===== src/rtl/rsc_vit_dec_pkg.sv =====
// Shared definitions for the memory-2 RSC hard-decision Viterbi decoder:
// FSM encoding, trellis functions and path-metric start values.
package rsc_vit_dec_pkg;

  localparam logic [1:0] ST_IDLE = 2'd0;
  localparam logic [1:0] ST_ACS  = 2'd1;
  localparam logic [1:0] ST_TB   = 2'd2;
  localparam logic [1:0] ST_OUT  = 2'd3;

  localparam int PM_INIT_ZERO  = 0;
  localparam int PM_INIT_OTHER = 7;

  // State is {s1,s2}; feedback bit a = u^s1^s2 becomes the new s1.
  function automatic logic [1:0] rsc_next(input logic [1:0] st, input logic u);
    logic a;
    a = u ^ st[1] ^ st[0];
    return {a, st[1]};
  endfunction

  // Branch output pair {systematic, parity}.
  function automatic logic [1:0] rsc_out(input logic [1:0] st, input logic u);
    logic a;
    a = u ^ st[1] ^ st[0];
    return {u, a ^ st[0]};
  endfunction

endpackage


===== src/rtl/rsc_acs.sv =====
// One add-compare-select butterfly: predecessors (S1,0),(S1,1) feed
// next states (0,S1) and (1,S1).
module rsc_acs
  import rsc_vit_dec_pkg::*;
#(
  parameter int   PM_W = 4,
  parameter logic S1   = 1'b0
) (
  input  logic [PM_W-1:0] pm_pred0,
  input  logic [PM_W-1:0] pm_pred1,
  input  logic            sys_in,
  input  logic            par_in,
  output logic [PM_W-1:0] pm_next0,
  output logic [PM_W-1:0] pm_next1,
  output logic            dec0,
  output logic            dec1
);

  function automatic logic [1:0] hamming(input logic [1:0] rx, input logic [1:0] ex);
    logic [1:0] d;
    d = rx ^ ex;
    return {1'b0, d[1]} + {1'b0, d[0]};
  endfunction

  function automatic logic [PM_W-1:0] sat_add(input logic [PM_W-1:0] pm, input logic [1:0] bm);
    logic [PM_W:0] sum;
    sum = {1'b0, pm} + {{(PM_W-1){1'b0}}, bm};
    return sum[PM_W] ? {PM_W{1'b1}} : sum[PM_W-1:0];
  endfunction

  // Returns {decision, metric}; ties keep the s2=0 predecessor.
  function automatic logic [PM_W:0] acs(input logic a, input logic [PM_W-1:0] p0,
                                        input logic [PM_W-1:0] p1, input logic [1:0] rx);
    logic [PM_W-1:0] m0;
    logic [PM_W-1:0] m1;
    m0 = sat_add(p0, hamming(rx, rsc_out({S1, 1'b0}, a ^ S1)));
    m1 = sat_add(p1, hamming(rx, rsc_out({S1, 1'b1}, a ^ S1 ^ 1'b1)));
    return (m1 < m0) ? {1'b1, m1} : {1'b0, m0};
  endfunction

  assign {dec0, pm_next0} = acs(1'b0, pm_pred0, pm_pred1, {sys_in, par_in});
  assign {dec1, pm_next1} = acs(1'b1, pm_pred0, pm_pred1, {sys_in, par_in});

endmodule


===== src/rtl/rsc_vit_dec.sv =====
// Block-wise 4-state hard-decision Viterbi decoder for the memory-2 RSC code,
// one ACS step per accepted symbol followed by a BLK_LEN-cycle traceback.
module rsc_vit_dec
  import rsc_vit_dec_pkg::*;
#(
  parameter int BLK_LEN = 4,
  parameter int PM_W    = 4
) (
  input  logic               clk,
  input  logic               rst,
  input  logic               dec_en,
  input  logic               sys_in,
  input  logic               par_in,
  output logic [BLK_LEN-1:0] dec_out,
  output logic               dec_over,
  output logic               busy
);

  localparam int CNT_W = (BLK_LEN > 1) ? $clog2(BLK_LEN) : 1;
  localparam logic [3:0][PM_W-1:0] PM_INIT = {PM_W'(PM_INIT_OTHER), PM_W'(PM_INIT_OTHER),
                                              PM_W'(PM_INIT_OTHER), PM_W'(PM_INIT_ZERO)};

  logic [1:0]               state;
  logic [CNT_W-1:0]         cnt;
  logic [3:0][PM_W-1:0]     pm;
  logic [3:0][PM_W-1:0]     pm_src;
  logic [3:0][PM_W-1:0]     pm_acs;
  logic [3:0]               dec_acs;
  logic [BLK_LEN-1:0][3:0]  surv;
  logic [1:0]               tb_state;
  logic [CNT_W-1:0]         tb_t;
  logic [BLK_LEN-1:0]       tb_bits;
  logic                     accept;
  logic                     last;
  logic [CNT_W-1:0]         cnt_eff;
  logic                     tb_dec;

  function automatic logic [1:0] min_state(input logic [3:0][PM_W-1:0] m);
    logic [1:0] best;
    best = 2'd0;
    for (int i = 1; i < 4; i++) begin
      if (m[i] < m[best]) best = 2'(i);
    end
    return best;
  endfunction

  assign busy    = (state == ST_TB);
  assign accept  = dec_en && !busy;
  // Any symbol accepted outside ACS opens a fresh block from the start metrics.
  assign pm_src  = (state == ST_ACS) ? pm : PM_INIT;
  assign cnt_eff = (state == ST_ACS) ? cnt : '0;
  assign last    = (cnt_eff == CNT_W'(BLK_LEN - 1));
  assign tb_dec  = surv[tb_t][tb_state];

  rsc_acs #(.PM_W(PM_W), .S1(1'b0)) u_acs0 (
    .pm_pred0 (pm_src[0]),
    .pm_pred1 (pm_src[1]),
    .sys_in   (sys_in),
    .par_in   (par_in),
    .pm_next0 (pm_acs[0]),
    .pm_next1 (pm_acs[2]),
    .dec0     (dec_acs[0]),
    .dec1     (dec_acs[2])
  );

  rsc_acs #(.PM_W(PM_W), .S1(1'b1)) u_acs1 (
    .pm_pred0 (pm_src[2]),
    .pm_pred1 (pm_src[3]),
    .sys_in   (sys_in),
    .par_in   (par_in),
    .pm_next0 (pm_acs[1]),
    .pm_next1 (pm_acs[3]),
    .dec0     (dec_acs[1]),
    .dec1     (dec_acs[3])
  );

  always_ff @(posedge clk or posedge rst) begin
    if (rst) begin
      state    <= ST_IDLE;
      cnt      <= '0;
      pm       <= PM_INIT;
      dec_out  <= '0;
      dec_over <= 1'b0;
    end else begin
      dec_over <= 1'b0;
      case (state)
        ST_IDLE, ST_OUT: begin
          if (state == ST_OUT) begin
            dec_out  <= tb_bits;
            dec_over <= 1'b1;
          end
          if (accept) begin
            pm    <= pm_acs;
            cnt   <= last ? '0 : CNT_W'(1);
            state <= last ? ST_TB : ST_ACS;
          end else begin
            state <= ST_IDLE;
          end
        end
        ST_ACS: begin
          if (accept) begin
            pm <= pm_acs;
            if (last) begin
              cnt   <= '0;
              state <= ST_TB;
            end else begin
              cnt <= cnt + 1'b1;
            end
          end
        end
        default: begin
          if (tb_t == '0) state <= ST_OUT;
        end
      endcase
    end
  end

  // Survivor memory and traceback datapath.
  always_ff @(posedge clk) begin
    if (accept) begin
      surv[cnt_eff] <= dec_acs;
      if (last) begin
        tb_state <= min_state(pm_acs);
        tb_t     <= CNT_W'(BLK_LEN - 1);
      end
    end
    if (busy) begin
      tb_bits  <= BLK_LEN'({tb_state[1] ^ tb_state[0] ^ tb_dec, tb_bits} >> 1);
      tb_state <= {tb_state[0], tb_dec};
      tb_t     <= tb_t - 1'b1;
    end
  end

endmodule


===== config.mk =====
export PLATFORM = sky130hd
export DESIGN_NAME = rsc_vit_dec
export DESIGN_NICKNAME = d
export VERILOG_FILES = /design/src/rtl/rsc_vit_dec_pkg.sv /design/src/rtl/rsc_acs.sv /design/src/rtl/rsc_vit_dec.sv
export SDC_FILE = /design/constraint.sdc
export NUM_CORES = 1
export LEC_CHECK = 0
export CAP_MARGIN = 20
export CORE_ASPECT_RATIO = 0.8
export CORE_UTILIZATION = 43
export DETAILED_ROUTE_END_ITERATION = 6
export PLACE_DENSITY = 0.69
export SYNTH_ARGS = -nofsm -noshare
export SYNTH_HDL_FRONTEND = slang
export SYNTH_SLANG_ARGS = --single-unit

===== constraint.sdc =====
create_clock -name clk -period 6.7 [get_ports clk]
set_input_delay 1.34 -clock clk [delete_from_list [all_inputs] [get_ports clk]]
set_output_delay 1.34 -clock clk [all_outputs]
set_load 0.01 [all_outputs]

# Yosys cells after proc, flatten, opt, wreduce, memory -nomap -nowiden
# Index checks and enable logic that the tools add are counted.
# classes
n_addsub,14
n_lt_le_gt_ge,13
eq_ne,7
mux,51
bitwise_logic,5
reduce_logical,16
# ops
op,n
$mux 4,12
$mux 2,21
$add 4x2->5,8
$lt 4x4->1,7
$bmux 4 s2,3
$mux 5,4
$bwmux 16,1
$mux 16,1
$lt 2x3->1 const B,5
$add 1x1->2,4
$demux 4 s2,1
$pmux 2 s2,2
$eq 2x2->1 const B,3
$ne 2x2->1 const B,3
$reduce_and 2->1,3
$reduce_and 3->1,2
$reduce_bool 2->1,3
$mux 1,5
$logic_not 2->1,2
$reduce_bool 3->1,1
$reduce_or 3->1,1
$add 2x1->2 const B,1
$bmux 1 s2,1
$eq 2x1->1 const B,1
other kinds (8),11
# word_totals
reg_bits,49
in_bits,5
output_inout_bits,6
elab_cells,121

# Logic depth before layout (Yosys ltp)
# logic_depth
ltp_word,23
mapped_depth,36
mapped_depth_nobuf,33

# Modules after synthesis
# A second synthesis with hierarchy kept.
# unflattened
hier_cells,498
area_unflattened_um2,4441.8
# modules_own_cells
module,instances,cells_per_inst,area_per_inst_um2,seq_area_each_um2
rsc_vit_dec,1,229,2506.2,1357.6
rsc_acs (u_acs0),1,144,1028.5,0.0
rsc_acs (u_acs1),1,125,907.1,0.0

# Worst setup path after synthesis
# No wires, ideal clock.
# synth_timing
kind,input -> register
startpoint,in sys_in
endpoint,reg tb_state[1] (data pin)
setup_time_ps,157
arrival_ps,6573
required_ps,6543
path_slack_ps,-29
stages,29
n_path_buf,1
path_cell_list,inv_1 > ha_1 > buf_2 > inv_1 > and2_1 > a21oi_1 > mux2i_1 > o22ai_1 > ha_1 > o41ai_2 > nand2b_1 > mux2i_1 > inv_1 > ha_1 > nor2_1 > nor2_1 > or2_2 > nand3_1 > nand2_1 > ha_1 > a21oi_1 > nor2b_1 > o2111ai_2 > and2_1 > a31o_1 > ha_1 > a2111oi_0 > o211ai_1 > a32oi_1
# synth_lines
element,line_no,rtl
from (decl),rsc_vit_dec.sv:12,"input logic sys_in,"
to (signal assigned),rsc_vit_dec.sv:123,tb_state <= min_state(pm_acs);
to (signal assigned),rsc_vit_dec.sv:129,"tb_state <= {tb_state[0], tb_dec};"
to (decl),rsc_vit_dec.sv:30,logic [1:0] tb_state;

==> metrics.yaml <==
status: "finished, final reports clean"
grt.total_usage_pct: 22.5
worst_path_largest_cell_delay_ps: 300
drcViolationCount: 0
vias_per_cell: 5.83
critPathRequiredTime_ps: 6720
ys.flop_type: "edfxtp_1"
endpoint_kind: "flip-flop"
synth_cell_type_count: 64
drt_wl_total_um: 11600
synth_seq_area_share_pct: 32.9
timing.fmax_mhz: 153
gr-total-overflow: 0
maxCapViolations: 0
final-max-slew-violation-count: 0
min_path_type: "flip-flop to flip-flop"
syn_nets: 510
hold_viol: 0
cts.path.max_buffers: 2
grt_pass1_wl_um: 17700
area_delta_synth_final_pct: 32.9
routedWlPerCell_um: 17.4
final_core_util_pct: 59.7
cts_root_buf: "clkbuf_16"
drtIter0Drc: 318
synthesis.area_sq_um: 4130
fin_nets: 599
cts_buffers: 5
tns_ps: 0
cts_tree: "yes"
place_congestion: 0.932
slew-limit-headroom_pct: 35.7
synth-async-reset-ratio_pct: 51.0
coreArea_sq_um: 9190
setup.worst_path.start: "sys_in"
crit_family: "adder cells"
pin_count: 11
skew_ps: 4.03
arrival_ps: 6560
yosysWarnings: 0
die_w_um: 112
insertion_delay_ps: 290
synth_top_area_cell: "edfxtp_1"
worstReg2RegStart: "state[1]"
vias: 3884
clk_pin_slew_ps: 70
num_rows: 31
multiInputGateArea_sq_um: 2920
die_area_sq_um: 10000
drt_pass1_iterations: 5
syn_avg_cell_area_sq_um: 8.96
synthTopCellsByArea: "edfxtp_1 17%, ha_1 13%, dfrtp_1 9.7%"
setup-violations-final: 0
crit_slowest_cell: "ha_1"
register_area_sq_um: 1360
final_common_cell: "buf_4"
synthCells: 461
grt_pass1_vias: 3663
die_y_um: 89.7
htreeDepth: 2
initial_core_util_pct: 44.9
cts.sinks: 49
synth_seq_cells: 49
cp.buffers_inverters: 8
layout_common_cells: "85 x buf_4, 40 x nand2_1, 39 x inv_1, 34 x nor2_1, 34 x o21ai_0"
grt_max_degree: 26
post-route-period-util_pct: 97.7
layout-drive-gt1-share_pct: 33.8
fill_cells: 762
final_antenna_net_count: 0
synth_edf_count: 24
cp-start-kind: "primary input"
postCtsHoldBufs: 0
io_buffers: 10
synth_top_area_share_pct: 17.4
finalCriticalPeriod_ps: 6550
antenna_cells: 0
hold_start: "tb_bits[2]"
criticalPathCategory: "primary input to flip-flop"
dpl.hpwl_um: 8310
crit_fanout: 5
worstMarginPinSlew_ps: 964
antenna_found_initial: 0
worst register-to-register path, delay by kind of cell (launching register included):
family	cells	cell delay (ps)
and+or+nand+nor	13	1700
adders and majority gates	6	1630
AOI/OAI and AO/OA	10	1240
buffers and inverters	5	820
DFF	1	410
timing repair:
item | 4_1_cts | 5_1_grt
gates resized for setup | 37 | 47
endpoints found under the setup margin | 2 | 2
pin swaps | 18 | 24
setup buffers | 3 | 8
sequential cells by signal, summed over array words and instances, names as in the netlist:
name / count
dec_out: 4
pm: 16
surv: 16
dec_over: 1
tb_state: 2
cnt: 2
tb_bits: 4
tb_t: 2
state: 2
worst paths after layout:
| path | cells after the start | to | slack (ps) |
|---|---|---|---|
| setup / recovery | 33 | tb_state[1] | 150 |
| hold / removal | 0 | tb_bits[1] | 450 |
| setup reg to reg | 34 | tb_state[1] | 610 |
| hold reg to reg | 0 | tb_bits[1] | 450 |
| max in group asynchronous | 2 | pm[7] | 4540 |
| min in group asynchronous | 2 | dec_out[0] | 1570 |
synthesized netlist by cell type (3+ instances only):
| cell | count |
|---|---|
| o211ai_1 | 5 |
| o21ai_0 | 42 |
| edfxtp_1 | 24 |
| dfrtp_1 | 16 |
| a21oi_1 | 28 |
| and3_1 | 5 |
| nand3_1 | 14 |
| mux4_2 | 4 |
| ha_1 | 44 |
| xor2_1 | 3 |
| a22o_1 | 3 |
| o21bai_1 | 6 |
| o21a_1 | 4 |
| o22ai_1 | 4 |
| dfstp_2 | 9 |
| a31oi_1 | 7 |
| nor2_1 | 38 |
| buf_2 | 5 |
| nand2b_1 | 10 |
| nor3_1 | 5 |
| mux2_2 | 9 |
| nand2_1 | 41 |
| o31ai_1 | 3 |
| clkbuf_1 | 8 |
| inv_1 | 44 |
| o21ai_1 | 4 |
| mux2i_1 | 11 |
| a22oi_1 | 3 |
| o41ai_2 | 3 |
| xnor2_1 | 8 |
| and2_1 | 6 |
area by class of cell:
class	count	area share, %
multi-input combinational	353	53.2
clock buffer	6	2.35
clock inverter	2	0.273
sequential	49	24.7
timing repair buffer	97	13.8
inverter	44	3.01
tap	115	2.62
per-stage QoR:
step | setup WS, ps | cells | hold WS [ps] | area, sq um
after global placement | -574 | 647 | 422 | 4870
after detailed placement | -854 | 647 | 434 | 4870
after global routing | -87.9 | 666 | 458 | 5490
after CTS | 81.3 | 658 | 450 | 5200
after floorplan | 35.5 | 461 | 420 | 4140
final | 153 | 666 | 449 | 5490
cell families after synthesis:
family	after synthesis	synth area share (%)
AO/OA/AOI/OAI	139	22.5
XOR/XNOR	11	2.33
adder cells (fa/ha/maj)	46	13.8
buffers and inverters	59	5.88
flip-flops	49	32.9
multiplexers	24	7.30
AND/OR/NAND/NOR	133	15.3
metal layers:
layer  track usage [%]  vias to the layer above  part of all wire (%)
li1                  -                     1847                     -
met1              30.8                     1892                    45
met2              38.6                      130                    48
met3              3.62                       15                   6.1
met4              3.69                        0                   1.1
met5                 0                        -                     0
Power is left out: the tool's default activity adds up to more than one toggle a clock period on the data nets, which glitch-free logic cannot reach.
